File: src/rtl/aes_sbox_sched.sv
`default_nettype none
// ============================================================================
// Module      : aes_sbox_sched (with helper aes_sbox)
// Description : Time-multiplexed SubBytes / SubWord engine. NUM_SBOX S-box
//               lanes are shared between the round-state requester (st_*,
//               128-bit SubBytes) and the key-expansion requester (kw_*,
//               32-bit SubWord). Each requester has a valid/ready request
//               channel and a valid/ready response channel.
//               Build option: define SBOX_SCHED_KEY_PRIO_EN for fixed
//               priority to the key word; otherwise round-robin.
// Ports       : clk, rst_n (async, active low)
//               st_req_valid/ready/data[127:0], st_rsp_valid/ready/data[127:0]
//               kw_req_valid/ready/data[31:0],  kw_rsp_valid/ready/data[31:0]
//               busy : FSM not idle
// Revision    : 1.0 - initial release
// ============================================================================

// Single AES forward S-box: multiplicative inverse in GF(2^8) followed by the
// affine transform. Computed rather than tabulated so there is no table to
// mistype.
module aes_sbox (
    input  logic [7:0] in_byte,
    output logic [7:0] out_byte
);
    function automatic logic [7:0] gf_mul(input logic [7:0] a, input logic [7:0] b);
        logic [7:0] acc;
        logic [7:0] sh;
        acc = 8'h00;
        sh  = a;
        for (int k = 0; k < 8; k++) begin
            if (b[k]) acc = acc ^ sh;
            sh = {sh[6:0], 1'b0} ^ (sh[7] ? 8'h1b : 8'h00);
        end
        return acc;
    endfunction

    logic [7:0] w_sq;
    logic [7:0] w_inv;

    // x^254 = x^-1 (and 0 -> 0): product of x^2, x^4, ..., x^128.
    always_comb begin
        w_sq  = in_byte;
        w_inv = 8'h01;
        for (int k = 1; k < 8; k++) begin
            w_sq  = gf_mul(w_sq, w_sq);
            w_inv = gf_mul(w_inv, w_sq);
        end
        out_byte = w_inv
                 ^ {w_inv[6:0], w_inv[7]}
                 ^ {w_inv[5:0], w_inv[7:6]}
                 ^ {w_inv[4:0], w_inv[7:5]}
                 ^ {w_inv[3:0], w_inv[7:4]}
                 ^ 8'h63;
    end
endmodule

module aes_sbox_sched #(
    parameter int NUM_SBOX = 4
) (
    input  logic         clk,
    input  logic         rst_n,
    input  logic         st_req_valid,
    output logic         st_req_ready,
    input  logic [127:0] st_req_data,
    output logic         st_rsp_valid,
    input  logic         st_rsp_ready,
    output logic [127:0] st_rsp_data,
    input  logic         kw_req_valid,
    output logic         kw_req_ready,
    input  logic [31:0]  kw_req_data,
    output logic         kw_rsp_valid,
    input  logic         kw_rsp_ready,
    output logic [31:0]  kw_rsp_data,
    output logic         busy
);
    localparam int C_LANE_SHIFT = $clog2(NUM_SBOX);
    localparam int C_ST_BEATS   = 16 / NUM_SBOX;
    localparam int C_KW_BEATS   = (NUM_SBOX >= 4) ? 1 : (4 / NUM_SBOX);
    localparam int C_BEAT_W     = (C_LANE_SHIFT >= 4) ? 1 : (4 - C_LANE_SHIFT);

    localparam logic [C_BEAT_W-1:0] C_ST_LAST  = C_BEAT_W'(C_ST_BEATS - 1);
    localparam logic [C_BEAT_W-1:0] C_KW_LAST  = C_BEAT_W'(C_KW_BEATS - 1);
    localparam logic [C_BEAT_W-1:0] C_BEAT_ONE = C_BEAT_W'(1);

    localparam logic C_OWN_KW = 1'b0;
    localparam logic C_OWN_ST = 1'b1;

    typedef enum logic [1:0] {
        S_IDLE = 2'd0,
        S_RUN  = 2'd1,
        S_HOLD = 2'd2
    } state_t;

    generate
        if (!(NUM_SBOX == 1 || NUM_SBOX == 2 || NUM_SBOX == 4 ||
              NUM_SBOX == 8 || NUM_SBOX == 16)) begin : g_bad_num_sbox
            $error("aes_sbox_sched: NUM_SBOX must be 1, 2, 4, 8 or 16");
        end
    endgenerate

    state_t                state_q, state_d;
    logic [C_BEAT_W-1:0]   beat_q, beat_d;
    logic                  owner_q, owner_d;
    logic                  rr_pref_q, rr_pref_d;
    logic [127:0]          work_q, work_d;
    logic [127:0]          res_q, res_d;
    logic [127:0]          st_out_q, st_out_d;
    logic [31:0]           kw_out_q, kw_out_d;
    logic                  st_rsp_valid_q, st_rsp_valid_d;
    logic                  kw_rsp_valid_q, kw_rsp_valid_d;
    logic                  busy_q, busy_d;

    logic                  w_pref_kw;
    logic                  w_grant_kw;
    logic                  w_grant_st;
    logic [C_BEAT_W-1:0]   w_last_beat;
    logic                  w_rsp_taken;

    logic [3:0]            w_lane_idx [NUM_SBOX];
    logic [7:0]            w_lane_in  [NUM_SBOX];
    logic [7:0]            w_lane_out [NUM_SBOX];
    logic [NUM_SBOX-1:0]   w_lane_en;

`ifdef SBOX_SCHED_KEY_PRIO_EN
    // Key expansion always wins a tie; rr_pref is still tracked but ignored.
    assign w_pref_kw = 1'b1;
`else
    assign w_pref_kw = (rr_pref_q == C_OWN_KW);
`endif

    // Readies are gated by rst_n so nothing is accepted while reset is held.
    assign w_grant_kw = rst_n & kw_req_valid & (~st_req_valid | w_pref_kw);
    assign w_grant_st = rst_n & st_req_valid & ~w_grant_kw;

    assign w_last_beat = (owner_q == C_OWN_ST) ? C_ST_LAST : C_KW_LAST;
    assign w_rsp_taken = (owner_q == C_OWN_ST) ? st_rsp_ready : kw_rsp_ready;

    // Lane i handles byte (beat * NUM_SBOX + i); beats walk from the low bytes.
    for (genvar i = 0; i < NUM_SBOX; i++) begin : g_lane
        assign w_lane_idx[i] = 4'((int'(beat_q) << C_LANE_SHIFT) + i);
        assign w_lane_in[i]  = work_q[{w_lane_idx[i], 3'b000} +: 8];
        // A key word only has bytes 0-3; wider lane sets leave the rest idle.
        assign w_lane_en[i]  = (owner_q == C_OWN_ST) || (w_lane_idx[i][3:2] == 2'b00);

        aes_sbox u_sbox (
            .in_byte  (w_lane_in[i]),
            .out_byte (w_lane_out[i])
        );
    end

    always_comb begin
        state_d      = state_q;
        beat_d       = beat_q;
        owner_d      = owner_q;
        rr_pref_d    = rr_pref_q;
        work_d       = work_q;
        res_d        = res_q;
        st_out_d     = st_out_q;
        kw_out_d     = kw_out_q;
        st_req_ready = 1'b0;
        kw_req_ready = 1'b0;

        case (state_q)
            S_IDLE: begin
                st_req_ready = w_grant_st;
                kw_req_ready = w_grant_kw;
                // A grant is a handshake: valid is already high.
                if (w_grant_kw) begin
                    work_d   = {96'd0, kw_req_data};
                    owner_d  = C_OWN_KW;
                    st_out_d = '0;
                    beat_d   = '0;
                    state_d  = S_RUN;
                end else if (w_grant_st) begin
                    work_d   = st_req_data;
                    owner_d  = C_OWN_ST;
                    kw_out_d = '0;
                    beat_d   = '0;
                    state_d  = S_RUN;
                end
            end
            S_RUN: begin
                for (int i = 0; i < NUM_SBOX; i++) begin
                    if (w_lane_en[i]) res_d[{w_lane_idx[i], 3'b000} +: 8] = w_lane_out[i];
                end
                if (beat_q == w_last_beat) begin
                    state_d = S_HOLD;
                    // Publish only complete results so the owner's output
                    // never shows a half-substituted value.
                    if (owner_q == C_OWN_ST) st_out_d = res_d;
                    else                     kw_out_d = res_d[31:0];
                end else begin
                    beat_d = beat_q + C_BEAT_ONE;
                end
            end
            S_HOLD: begin
                if (w_rsp_taken) begin
                    state_d   = S_IDLE;
                    rr_pref_d = ~owner_q;
                end
            end
            default: state_d = S_IDLE;
        endcase

        st_rsp_valid_d = (state_d == S_HOLD) && (owner_d == C_OWN_ST);
        kw_rsp_valid_d = (state_d == S_HOLD) && (owner_d == C_OWN_KW);
        busy_d         = (state_d != S_IDLE);
    end

    always_ff @(posedge clk or negedge rst_n) begin
        if (!rst_n) begin
            state_q        <= S_IDLE;
            beat_q         <= '0;
            owner_q        <= C_OWN_KW;
            rr_pref_q      <= C_OWN_KW;
            work_q         <= '0;
            res_q          <= '0;
            st_out_q       <= '0;
            kw_out_q       <= '0;
            st_rsp_valid_q <= 1'b0;
            kw_rsp_valid_q <= 1'b0;
            busy_q         <= 1'b0;
        end else begin
            state_q        <= state_d;
            beat_q         <= beat_d;
            owner_q        <= owner_d;
            rr_pref_q      <= rr_pref_d;
            work_q         <= work_d;
            res_q          <= res_d;
            st_out_q       <= st_out_d;
            kw_out_q       <= kw_out_d;
            st_rsp_valid_q <= st_rsp_valid_d;
            kw_rsp_valid_q <= kw_rsp_valid_d;
            busy_q         <= busy_d;
        end
    end

    assign st_rsp_valid = st_rsp_valid_q;
    assign kw_rsp_valid = kw_rsp_valid_q;
    assign st_rsp_data  = st_out_q;
    assign kw_rsp_data  = kw_out_q;
    assign busy         = busy_q;

endmodule
`default_nettype wire

File: config.mk
export PLATFORM = sky130hd
export DESIGN_NAME = aes_sbox_sched
export DESIGN_NICKNAME = d
export VERILOG_FILES = /design/src/rtl/aes_sbox_sched.sv
export SDC_FILE = /design/constraint.sdc
export NUM_CORES = 2
export LEC_CHECK = 0
export CAP_MARGIN = 20
export CORE_MARGIN = 2
export CORE_UTILIZATION = 30
export CTS_CLUSTER_DIAMETER = 100
export DETAILED_ROUTE_END_ITERATION = 8
export PLACE_DENSITY = 0.5
export SKIP_LAST_GASP = 1
export SYNTH_ARGS = -nofsm -noshare
export SYNTH_HDL_FRONTEND = slang
export SYNTH_SLANG_ARGS = --single-unit
File: constraint.sdc
create_clock -name clk -period 28.4 [get_ports clk]
set_input_delay 2.84 -clock clk [delete_from_list [all_inputs] [get_ports clk]]
set_output_delay 2.84 -clock clk [all_outputs]
set_load 0.03 [all_outputs]
---- Word-level counts from Yosys, hierarchy flattened ----
Index checks and enable logic that the tools add are counted.
operators by class
  bitwise operators ....................... 786
  shift-type cells ........................ 12
  multiplexer cells ....................... 850
  reduce and logical (&&, ||, !) cells .... 19
  equality and inequality tests ........... 12
  $add $sub $neg .......................... 8
operators by type and width
  cell                       count
  $xor A8 B8 Y8              744
  $mux W8                    420
  $mux W5                    368
  $mux W128                  12
  $bwmux W128                4
  $shift A8 B9 Y128 const A  4
  $shiftx A128 B8 Y8         4
  $shiftx A8 B9 Y128         4
  $pmux W128 S2              1
  $mux W32                   4
  $pmux W32 S2               1
  $neg A7 Y9                 4
  $mux W7                    4
  $not A1 Y1 const A         28
  $mux W2                    12
  $mux W6                    4
  $mux W4                    4
  $not A4 Y4                 4
  $ne A2 B2 Y1 const B       7
  $mux W3                    4
  $logic_not A2 Y1           5
  $mux W1                    10
  $add A4 B2 Y4 const B      2
  $pmux W2 S3                1
  17 further kinds           32
storage, ports and cells
  input bits .............................. 166
  bits in registers ....................... 425
  word-level logic and storage cells ...... 1,698
  output and inout bits ................... 165

---- Logic depth before layout (Yosys ltp) ----
  depth after elaboration ................. 148
  depth in mapped cells ................... 72
  gate-level depth less buffers ........... 58

---- By module ----
From an unflattened synthesis, not the netlist that was laid out.
second synthesis, totals
  cell total of the unflattened synthesis .. 9,346
  area total of the unflattened synthesis .. 78,739.3 µm²
modules (own cells, without submodules)
  module          area an instance (µm²)  seq. area each (µm²)  cells each  times used
  aes_sbox        15,220.8                0.0                   1,942       4
  aes_sbox_sched  17,855.9                10,635.2              1,578       1

---- Worst setup path before layout ----
No wires, ideal clock.
  path kind ............................... flip-flop to flip-flop
  start ................................... register beat_q[0]
  end ..................................... register st_out_q[102] (netlist: st_rsp_data[102])
  clock period less this slack ............ 17.085 ns
  setup slack ............................. 11.315 ns
  stages on the path, launching flop included .. 69
  data arrival time ....................... 16.959 ns
  path buffers ............................ 13
  setup time .............................. 0.126 ns
  required time ........................... 28.274 ns
  cells stage by stage .................... dfrtp_1 buf_6 mux4_2 buf_2 buf_2 ha_1 clkbuf_1 nand2_1 xnor2_2 inv_1 clkbuf_1 buf_1 clkbuf_1 ha_1 inv_1 xnor2_1 inv_2 mux2i_1 [... 33 more ...] a2111oi_2 xnor2_1 a21oi_1 xnor2_1 a22oi_2 xnor2_1 a2111oi_0 a311oi_1 a21boi_1 a31oi_1 o21ai_1 and3_1 clkbuf_1 or2_2 a211oi_1 xnor3_1 xor3_1 a221o_1
on the way
  cells in the longest elaborated chain, start to end .. 145
  elaborated cells on any way between the ends .. 1,604
  classes of those cells .................. 7 x add/sub; 2 x eq/ne; 12 x shift; 826 x mux; 748 x bitwise; 9 x reduce/logical
RTL lines
  what                                                     RTL line  source
  from (decl)                                              102       logic [C_BEAT_W-1:0] beat_q, beat_d;
  from (signal assigned)                                   225       beat_q <= beat_d;
  branches (longest 145 deep; another with $add A4 B1 Y4)  -
  to (signal assigned)                                     230       st_out_q <= st_out_d;
  to (decl)                                                107       logic [127:0] st_out_q, st_out_d;
Parallel ways; which one is timed is not known. The select of a mux whose other input is x is not followed.
A chain may end at the register's enable or synchronous reset.

---- Worst setup path after layout ----
  start ................................... register beat_q[1]
  end ..................................... register kw_out_q[20] (netlist: kw_rsp_data[20])
on the way
  cells in the longest elaborated chain, start to end .. 145
  elaborated cells on any way between the ends .. 1,604
  classes of those cells .................. 7 x add/sub; 2 x eq/ne; 12 x shift; 826 x mux; 748 x bitwise; 9 x reduce/logical
RTL lines
  what                                                     RTL line  source
  branches (longest 145 deep; another with $add A4 B1 Y4)  -
  to (signal assigned)                                     231       kw_out_q <= kw_out_d;
  to (decl)                                                108       logic [31:0] kw_out_q, kw_out_d;
Parallel ways; which one is timed is not known. The select of a mux whose other input is x is not followed.

==> reports/qor.yml <==
status:
  outcome: "complete, no violations"
drt:
  wire_per_inst_um: 20.3
  wirelength_um: 250000
  drtIter0Drc: 5241
  num_vias: 65163
  drc_errors: 0
  viasPerCell: 5.30
  dr.pass1.iters: 6
  ant_nets: 0
clock_network:
  cts_tree: "done"
  cts_buffers: 48
  htreeDepth: 2
  cts_resized: 0
  clockBufferDepth: 3
  clk_pin_slew_ns: 0.07
  cts_root_buf: "clkbuf_16"
  cts_sinks: 425
  clk_latency_ns: 0.66
  holdBufCountCts: 0
  cts_setup_buffers: 0
global_route:
  grt_max_degree: 103
  grt_util_all_layers_pct: 19.9
  grt_pass1_wl_um: 390000
  grt_pass1_vias: 63845
  grt-ovfl-total: 0
  grt_antenna_before_repair: 6
floorplanning:
  ioPinCount: 331
  die_w_um: 494
  fp.coreArea_sq_mm: 0.238
  rows: 179
  die_h_um: 494
  dieArea_sq_mm: 0.244
  start_util_pct: 30.2
worst_setup_path:
  critPathSlowestCell: "xnor3_1"
  slowest_delay_ns: 0.91
  arrival_ns: 20.99
  cp.required_ns: 28.91
  end_kind: "flop"
  rr_worst_depth: 52
  cp_top_family: "XOR/XNOR gates"
  crit_fanout: 37
  path_buf_inv: 4
  path_depth: 52
  start_kind: "flop"
  critPathKind: "flop to flop"
worst_hold_path:
  hold_path_depth: 2
  hp-class: "flop to flop"
yosys:
  avgSynthCellArea_sq_um: 7.99
  yosysWarnings: 0
  synth_fp_nets: 9204
  netlist_instances: 9014
  yosys_register_bits: 425
  syn_area_sq_mm: 0.0721
  async_flop_share_pct: 100
  synth_seq_area_share_pct: 14.8
  ys.flop_type: "dfrtp_1"
  synth_edf_count: 0
  synth.distinct_cells: 119
timing:
  slew_viol_final: 0
  setup_tns_ns: 0
  finClkSkew_ns: 0.0369
  hold_viol: 0
  rsz0062_at_grt: "false"
  worstMarginPinSlew_ns: 1.19
  period_needed_ns: 20.48
  final.setup.worst_slack_ns: 7.92
  max_freq_ghz: 0.0488
  setup_viol: 0
  slew_headroom_pct: 20.7
  period_share_pct: 72.1
final_layout:
  nFillCells: 24962
  fin_cells: 12297
  area_delta_synth_final_pct: 12.3
  nets: 9280
  drive_above_1_share_pct: 8.49
placement:
  preCtsSetupSlack_ns: 8.10
  hpwl_um: 184000
  portBuffers: 330
  placed_cells: 12197
  gp_congestion: 0.906
job:
  cap_violations: 0
-- worst min-delay path: cells and delay by family, from the launching register on --
| family | cells | cell delay (ns) |
|---|---|---|
| flip-flops | 1 | 0.34 |
| AND/OR/NAND/NOR | 2 | 0.10 |
-- worst paths after layout --
kind / from / to / slack, ns
min reg2reg: st_rsp_data[77] / st_rsp_data[77] / 0.47
max: beat_q[1] / kw_rsp_data[20] / 7.92
max in group asynchronous: rst_n / work_q[23] / 23.48
min in group asynchronous: rst_n / res_q[71] / 2.10
max reg2reg: beat_q[1] / kw_rsp_data[20] / 7.92
min: st_rsp_data[77] / st_rsp_data[77] / 0.47
-- through the flow --
| step | utilization [%] | area (sq um) | hold slack, ns |
|---|---|---|---|
| final | 34.0 | 81000 | 0.472 |
| after floorplan | - | 72100 | 0.445 |
| after global placement | 33.2 | 79200 | 0.456 |
| after global routing | 34.0 | 81000 | 0.489 |
| after detailed placement | 33.3 | 79200 | 0.461 |
| after CTS | 33.9 | 80800 | 0.476 |
-- Yosys cell counts, types with 35 or more instances --
master | instances | share of area (%)
xnor2_1 | 1581 | 19
xnor2_2 | 102 | 2.3
a21o_1 | 76 | 0.79
nand3_1 | 205 | 1.4
o22ai_1 | 101 | 0.88
a211oi_1 | 79 | 0.82
buf_1 | 46 | 0.24
nor3_1 | 179 | 1.2
xor2_1 | 449 | 5.5
nor2b_1 | 63 | 0.55
inv_1 | 74 | 0.39
nor2_1 | 1208 | 6.3
a22oi_1 | 88 | 0.92
buf_2 | 125 | 0.87
a22o_1 | 141 | 1.7
mux4_2 | 37 | 1.2
or3_1 | 35 | 0.30
buf_4 | 37 | 0.39
xnor3_1 | 317 | 9.9
and3_1 | 43 | 0.37
clkbuf_1 | 381 | 2.0
mux2i_1 | 206 | 2.9
and2_1 | 52 | 0.45
o211ai_1 | 52 | 0.54
nand2_1 | 1078 | 5.6
o21ai_1 | 80 | 0.56
o31ai_1 | 65 | 0.68
nand2b_1 | 56 | 0.49
a31oi_1 | 64 | 0.56
a21oi_1 | 493 | 3.4
dfrtp_1 | 425 | 15
o21ai_0 | 430 | 3.0
-- sequential cells by signal, summed over array words and instances, names as in the netlist --
name	count
owner_q	1
st_rsp_data	128
work_q	128
st_rsp_valid	1
beat_q	2
kw_rsp_valid	1
rr_pref_q	1
busy	1
kw_rsp_data	32
res_q	128
state_q	2
-- layout by cell type (no fill, tap or decap), drive strengths merged, types with 21 or more instances in the layout --
| cell type | n |
|---|---|
| xnor3 | 334 |
| xnor2 | 1704 |
| nand3 | 205 |
| a21o | 76 |
| a22o | 141 |
| a31oi | 65 |
| inv | 94 |
| clkdlybuf4s50 | 329 |
| xor3 | 35 |
| nor2 | 1213 |
| nor2b | 66 |
| mux2i | 209 |
| ha | 24 |
| nand2b | 56 |
| or3 | 37 |
| nor3 | 181 |
| o21ai | 511 |
| and2 | 54 |
| clkinv | 22 |
| o211ai | 53 |
| dfrtp | 425 |
| a221oi | 21 |
| a21oi | 499 |
| a211oi | 85 |
| xor2 | 483 |
| a32oi | 24 |
| clkbuf | 61 |
| buf | 298 |
| o31ai | 66 |
| nand2 | 1079 |
| mux4 | 37 |
| and3 | 44 |
| mux2 | 33 |
| a22oi | 91 |
| o22ai | 102 |
| or2 | 34 |
-- final cells by class --
class                           instances  area [sq um]  share of cell area, %
Clock inverter                         24           280                  0.346
Inverter                              100           377                  0.465
Clock buffer                           61          1320                   1.63
Antenna cell                            5          12.5                 0.0155
Tap cell                             3167          3960                   4.89
Sequential cell                       425         10600                   13.1
Timing Repair Buffer                  627          5570                   6.87
Multi-Input combinational cell       7888         58800                   72.6
-- layer usage --
metal	track usage, %	up-vias	wire (um)
met3	1.40	222	9930
met5	0	-	12
li1	-	31140	-
met2	35.0	1719	123000
met1	26.0	32080	109000
met4	5.47	2	6840
-- cell families after synthesis --
group,synth area share [%]
multiplexers,4.59
buffers and inverters,4.19
AND/OR/NAND/NOR,18.1
XOR/XNOR,40.2
adder cells (fa/ha/maj),0.472
AO/OA/AOI/OAI,17.7
flip-flops,14.8
Power is left out: the tool's default activity adds up to more than one toggle a clock period on the data nets, which glitch-free logic cannot reach.
